`src/rtl/instr_fetch_ctrl.sv`:
```
// rtl/instr_fetch_ctrl.sv - instruction fetch sequencer: PC, IR latch, J/IN/HLT handling, datapath handshake
module instr_fetch_ctrl #(
  parameter int          ADDR_W   = 10,
  parameter int          DATA_W   = 32,
  parameter int unsigned RESET_PC = 0
) (
  input  logic              clock,
  input  logic              reset,
  input  logic              run,
  output logic [ADDR_W-1:0] mem_addy,
  input  logic [DATA_W-1:0] mem_data,
  output logic [DATA_W-1:0] ir,
  output logic              ir_valid,
  input  logic              exec_done,
  input  logic              branch_taken,
  input  logic [ADDR_W-1:0] branch_target,
  input  logic              in_valid,
  output logic              in_wait,
  output logic              halted,
  output logic [ADDR_W-1:0] pc
);

  localparam logic [5:0] OP_IN  = 6'b010101;
  localparam logic [5:0] OP_J   = 6'b010111;
  localparam logic [5:0] OP_HLT = 6'b011000;

  localparam logic [ADDR_W-1:0] PC_INIT = ADDR_W'(RESET_PC);

  typedef enum logic [2:0] {
    IDLE    = 3'd0,
    FETCH   = 3'd1,
    EXEC    = 3'd2,
    IO_WAIT = 3'd3,
    HALT    = 3'd4
  } state_t;

  state_t            state, state_n;
  logic [ADDR_W-1:0] pc_n;
  logic [DATA_W-1:0] ir_n;
  logic              ir_valid_n;
  logic              in_wait_n;
  logic              halted_n;
  logic [5:0]        opcode;

  // The memory is asynchronous-read, so the address is simply the PC.
  assign mem_addy = pc;
  assign opcode   = mem_data[DATA_W-1 -: 6];

  // State register.
  always_ff @(posedge clock) begin
    if (reset) begin
      state <= IDLE;
    end else begin
      state <= state_n;
    end
  end

  // Program counter, instruction register and status flags.
  always_ff @(posedge clock) begin
    if (reset) begin
      pc       <= PC_INIT;
      ir       <= '0;
      ir_valid <= 1'b0;
      in_wait  <= 1'b0;
      halted   <= 1'b0;
    end else begin
      pc       <= pc_n;
      ir       <= ir_n;
      ir_valid <= ir_valid_n;
      in_wait  <= in_wait_n;
      halted   <= halted_n;
    end
  end

  // Next-state and register-update decode; everything holds unless a state acts on it.
  always_comb begin
    state_n    = state;
    pc_n       = pc;
    ir_n       = ir;
    ir_valid_n = ir_valid;
    in_wait_n  = in_wait;
    halted_n   = halted;

    case (state)
      IDLE: begin
        if (run) begin
          state_n = FETCH;
        end
      end

      FETCH: begin
        // Dropping run parks the fetcher here without touching pc or ir.
        if (run) begin
          ir_n = mem_data;
          case (opcode)
            OP_HLT: begin
              state_n  = HALT;
              halted_n = 1'b1;
            end
            OP_J: begin
              // Jumps are resolved here and never reach the datapath.
              pc_n    = mem_data[ADDR_W-1:0];
              state_n = FETCH;
            end
            OP_IN: begin
              state_n   = IO_WAIT;
              in_wait_n = 1'b1;
            end
            default: begin
              state_n    = EXEC;
              ir_valid_n = 1'b1;
            end
          endcase
        end
      end

      IO_WAIT: begin
        // Operator entry releases the stall regardless of run.
        if (in_valid) begin
          state_n    = EXEC;
          ir_valid_n = 1'b1;
          in_wait_n  = 1'b0;
        end
      end

      EXEC: begin
        if (exec_done) begin
          ir_valid_n = 1'b0;
          pc_n       = branch_taken ? branch_target : pc + ADDR_W'(1);
          state_n    = FETCH;
        end
      end

      HALT: begin
        state_n = HALT;
      end

      default: begin
        state_n = IDLE;
      end
    endcase
  end

endmodule
```
`config.mk`:
```
export PLATFORM = sky130hd
export DESIGN_NAME = instr_fetch_ctrl
export DESIGN_NICKNAME = d
export VERILOG_FILES = /design/src/rtl/instr_fetch_ctrl.sv
export SDC_FILE = /design/constraint.sdc
export NUM_CORES = 1
export LEC_CHECK = 0
export ABC_CLOCK_PERIOD_IN_PS = 2600
export CAP_MARGIN = 20
export CORE_MARGIN = 2
export CORE_UTILIZATION = 42
export CTS_CLUSTER_DIAMETER = 200
export DETAILED_ROUTE_END_ITERATION = 10
export GPL_TIMING_DRIVEN = 0
export PLACE_DENSITY = 0.81
export SLEW_MARGIN = 20
export SYNTH_ARGS = -nofsm -noshare
export SYNTH_HDL_FRONTEND = slang
export SYNTH_SLANG_ARGS = --single-unit
```
`constraint.sdc`:
```
create_clock -name clock -period 2.6 [get_ports clock]
set_clock_uncertainty 0.1 [all_clocks]
set_input_delay 0.78 -clock clock [delete_from_list [all_inputs] [get_ports clock]]
set_output_delay 0.78 -clock clock [all_outputs]
set_load 0.01 [all_outputs]
```
==> results of run 1 <==
## logic make-up after synthesis
group / count (synthesis)
AND/OR/NAND/NOR: 135
adder cells (fa/ha/maj): 1
flip-flops: 48
buffers and inverters: 36
multiplexers: 4
XOR/XNOR: 3
AO/OA/AOI/OAI: 72
## sequential cells by signal, indices dropped and copies added, names as in the netlist
register / cells
state: 3
in_wait: 1
mem_addy: 10
ir: 32
halted: 1
ir_valid: 1
## layer usage
metal / part of all wire, % / wire length (um)
met1: 41 / 2870
met2: 46 / 3210
met3: 10 / 721
met4: 1.9 / 129
met5: 0 / 0
## worst max path at each step
stage | slack (ns) | start | end | cells after the start
finish | 0.16 | mem_data[29] | state[2] | 5
global route | 0.05 | mem_data[29] | state[2] | 5
CTS | 0.06 | run | mem_addy[6] | 6
detailed placement | -0.25 | run | mem_addy[6] | 6
global placement | -0.20 | run | mem_addy[5] | 6
floorplan | 0.52 | branch_taken | mem_addy[8] | 6
## per-stage QoR
step	total power, uW	util (%)	TNS (ns)	area, um2
floorplan	933	-	0	2350
global placement	1100	63.2	-1.40	3440
detailed placement	1110	63.2	-1.86	3440
CTS	1580	65.0	0	3540
global route	1630	65.4	0	3560
finish	1570	65.4	0	3560
## critical path, stage by stage
cell             delay, ns
clkdlybuf4s50_1       0.62
nor4b_2               0.24
nand3b_1              0.17
or4b_1                0.52
a211oi_2              0.23
## power by group through the flow
stage          clock network, uW  logic [uW]  registers, uW
2_1_floorplan                  0         121            812
3_3_place_gp                   0         299            801
3_5_place_dp                   0         303            803
4_1_cts                      486         305            786
5_1_grt                      513         332            790
6_report                     477         304            786
## cells in the final DEF (no fill, tap or decap), drive strengths merged, types with 4 or more instances in the layout
cell type / count
nor4: 4
dfxtp: 48
nor2: 7
buf: 19
nor3: 6
o21ai: 6
clkbuf: 24
nand3: 5
nand3b: 4
a21oi: 40
clkdlybuf4s50: 100
nand2b: 6
o32ai: 4
nand2: 82
## layout make-up
class                           count  share of cell area [%]
Buffer                             34                    4.96
Clock buffer                        6                    2.32
Clock inverter                      2                   0.387
Inverter                            2                   0.211
Multi-Input combinational cell    215                    33.8
Sequential cell                    48                    27.0
Tap cell                           72                    2.53
Timing Repair Buffer              103                    28.8
## timing repair
action	in CTS	in global routing
gates resized for setup	0	0
setup endpoints to repair	0	5
buffers inserted	0	3
==> metrics.txt, run 1 <==
reg2reg start=state[1]; Die Ht=78.8 um; Tot GR Track Use=22.2%; fin crit share=93.7%; PortBufs=100; # hold bufs at CTS=0; Synth area leaders=dfxtp_1 (41%), nand2_1 (13%), a21oi_1 (8.5%); Post-synth top flop=dfxtp_1; Mapped Nets=348; critical path arrival=2.57 ns; clk_lat worst skew=about 0.30 ns; sw power=about 420 uW; row count=27; first-pass GRT wire length=11000 um; Post-synth EDFFs=0; Final setup viols=0; Worst Hold Slack=~0.36 ns; GRT busiest layer=met2; Die W=around 80 um; First-pass DRT Iterations=4; Area Overhead vs Synth=51.5%; final slew viol count=0; Worst Path Class, Setup=in2reg; slew margin rel.=about two thirds; Reg power frac=50.1%; CTS Buffer Depth=2; syn_area_per_cell=between 7 and 8 um2; post-synthesis mux area share=under 10%; initial antenna violation count=0; sequential share of the synthesized area=40.9%; Residual DRC=0; FILL cells=468; Sw Ratio=26.7%; most frequent cell after synthesis=nand2_1; worst reg-to-reg path cell count=6; vias=2565; CTS tree=done; setup slack, reg-to-reg=0.63 ns; Gate Count Post-Synth=around 300; Max-Cap Viols=0; Synthesis Warnings=0; Fmax achieved=0.411 GHz; required time of the critical path=around 2.7 ns; Cell Count, Final, Fillers Out=482; Final #Nets=~460; Yosys cell types=46; total gr overflow=0; Clock transition at path regs=approximately 0.090 ns; clk root buf=clkbuf_8; per-cell routed wire length=about 14 um; DR iter-0 viols=~110; H-Tree Depth=2; Yosys reg bits=48; vias in the first global route=2476; placed cell count=between 400 and 500; hold violation count in the final report=0; biggest area consumer among synthesized cells=dfxtp_1; post-synthesis compound-gate area fraction=18.9%; antenna viol nets, final=0; power per cell area=~440 mW/mm2; largest family of logic cells by synthesized area=simple AND/OR/NAND/NOR gates; met3 usage=approximately 7.6%; cts bufs inserted=5; Yosys top cell area share=between 40% and 50%; Boundary Pins=103; GR Util met2=~37%; Post-synth top cells=nand2_1 (82), dfxtp_1 (48), a21oi_1 (40); min-delay src=ir[31]; die area=~0.0062 mm2; Synth Cell Area=~0.0023 mm2; Crit. End Element=flip-flop; Synth Area in XOR/XNOR=1.12%; # diodes=0; Slew @ Worst Pin=0.493 ns; final worst setup slack=around 0.16 ns; Place WS=-0.252 ns; RSZ-0062 raised after global routing=no; Pint=1150 uW; met1 GRT Util=approximately 26%; placer congestion estimate=around 0.90; Comb power frac=between 10% and 20%; VDD IR max=about 0.37 mV; Synth Area in Simple Gates=28.9%; Lkg Pwr=0.00124 uW; Reg area=961 um2; hold path depth=2; hold crit path type=reg2reg; core box area=0.00544 mm2; CP startpoint kind=primary input; effective utilization at floorplan=43.2%; routed wire length=just under 7000 um; fraction of registers with async set/reset=0%; clock share of power=30.4%; Detailed Place HPWL=5210 um; status=finished, final reports clean; CP Max Fanout=8; layout cell share with drive strength beyond 1=8.78%; worst r2r dst=mem_addy[6]; CTS sink cnt=48; Vias/cell=5.32; pin count of the biggest net entering global routing=16; Tmin final=roughly 2.4 ns; adder-cell area share of the yosys netlist=0.533%; endpoint of the worst hold path=ir[31]; area of the multi-input gates=0.00120 mm2
Power figures use the tool's default switching activity.
==> run 2, diff against run 1 <==
--- a/config.mk
+++ b/config.mk
@@ -9,6 +9,7 @@
 export CAP_MARGIN = 20
 export CORE_MARGIN = 2
 export CORE_UTILIZATION = 42
+export CTS_BUF_LIST = sky130_fd_sc_hd__clkbuf_16
 export CTS_CLUSTER_DIAMETER = 200
 export DETAILED_ROUTE_END_ITERATION = 10
 export GPL_TIMING_DRIVEN = 0
==> run 2 against run 1 <==
Sequential share of layout area down 0.35 points. Core utilization up 0.85 points. Non-clock buffer count unchanged. Critical endpoint unchanged.
==> metrics.txt, run 2 (synthesis gave the netlist of run 1 again) <==
status=finished, final reports clean; placer congestion estimate=roughly 0.9; Final setup viols=0; initial antenna violation count=0; PortBufs=100; Final #Nets=between 400 and 500; slew margin rel.=66.7%; Worst Path Class, Setup=in2reg; placed cell count=471; DR WL met2=3310 um; CTS Buffer Depth=2; per-cell routed wire length=14.6 um; post-cts sizing count=0; Cell Count, Final, Fillers Out=between 400 and 500; CTS sink cnt=48; Clock transition at path regs=roughly 0.060 ns; Max-Cap Viols=0; worst r2r dst=mem_addy[6]; Area Overhead vs Synth=53.5%; # diodes=0; row count=27; Slew @ Worst Pin=0.500 ns; core box area=0.00544 mm2; power per cell area=478 mW/mm2; commonest non-fill, non-tap cell in the layout=clkdlybuf4s50_1; CP startpoint kind=primary input; endpoint of the worst hold path=ir[31]; Tot GR Track Use=22.4%; Biggest register=ir; first-pass GRT wire length=between 10000 and 15000 um; Tmin final=2.46 ns; Vias/cell=5.30; required time of the critical path=2.71 ns; hold violation count in the final report=0; total gr overflow=0; reg2reg start=state[1]; layout cell share with drive strength beyond 1=8.54%; vias in the first global route=about 2500; critical path arrival=2.57 ns; VDD IR max=0.388 mV; final core utilization=66.3%; Boundary Pins=103; fin crit share=about 95%; vias=between 2000 and 3000; Crit. End Element=flip-flop; setup slack, reg-to-reg=around 0.60 ns; cts bufs inserted=5; Lkg Pwr=between 0.001 and 0.0015 uW; metal3 WL=670 um; Fmax achieved=0.406 GHz; antenna viol nets, final=0; die area=0.00621 mm2; CP Max Fanout=8; clk_lat worst skew=0.29 ns; hold crit path type=reg2reg; CTS tree=done; clk root buf=clkbuf_16; RSZ-0062 raised after global routing=no; Detailed Place HPWL=5210 um; worst reg-to-reg path cell count=6; Residual DRC=0; most frequent cells in the layout=clkdlybuf4s50_1 (100), nand2_1 (82), dfxtp_1 (48), a21oi_1 (40), clkbuf_1 (17); final slew viol count=0; effective utilization at floorplan=between 40% and 50%; First-pass DRT Iterations=4; min-delay src=ir[31]; hold path depth=2; pin count of the biggest net entering global routing=16; Die W=78.8 um; Die Ht=78.8 um; max reg flops=32; Top Layer Used=met4; H-Tree Depth=2; WL met1=2930 um; routed wire length=7020 um; DR iter-0 viols=165
run 2: cell types whose count changed in the layout (fill, tap and decap cells not counted):
cell       delta
clkbuf_8      -6
clkinv_1      +1
clkbuf_16     +5
run 2: metal layers:
| layer | GRT usage (%) | vias to the layer above |
|---|---|---|
| li1 | - | 1262 |
| met1 | 26.7 | 1173 |
| met2 | 37.3 | 112 |
| met3 | 7.84 | 9 |
| met4 | 8.25 | 0 |
| met5 | 0 | - |
run 2: how the worst max path moves through the flow:
stage | start | endpoint | slack (ns) | depth (start not counted)
final | mem_data[29] | state[2] | 0.14 | 5
after global routing | mem_data[29] | state[2] | 0.03 | 5
after CTS | run | mem_addy[6] | 0.05 | 6
after detailed placement | run | mem_addy[6] | -0.25 | 6
after global placement | run | mem_addy[5] | -0.20 | 6
after floorplan | branch_taken | mem_addy[8] | 0.52 | 6
run 2: critical path: stages:
cell and delay [ns]:
clkdlybuf4s50_1 0.62, nor4b_2 0.25, nand3b_1 0.17, or4b_1 0.53, a211oi_2 0.23
run 2: final cells by class:
cell class | count | area, um2
plain buffers | 34 | 176
multi-input cells | 215 | 1200
flip-flops and latches | 48 | 961
inverters | 2 | 7.51
clock inverters | 3 | 17.5
clock buffers | 5 | 125
well taps | 72 | 90.1
fillers | 463 | 1830
repair buffers | 103 | 1020
run 2: through the flow:
stage                     hold WS, ns  worst slack, ns  setup TNS [ns]  total power (uW)  area, um2
final                           0.353            0.137               0              1720       3600
after global routing            0.375           0.0311               0              1790       3600
after CTS                       0.355           0.0493               0              1740       3580
after detailed placement        0.348           -0.252           -1.86              1110       3440
after global placement          0.341           -0.195           -1.40              1100       3440
after floorplan                 0.381            0.522               0               933       2350
run 2: timing repair:
item                       CTS  global route
buffers inserted             0             3
setup endpoints to repair    0             5
hold endpoints to repair     0             0
hold buffers                 0             0
run 2: power breakdown:
group | total, uW | switching (uW) | internal (uW)
Combinational | 305 | 138 | 167
Clock | 632 | 277 | 355
Sequential | 786 | 21.7 | 765
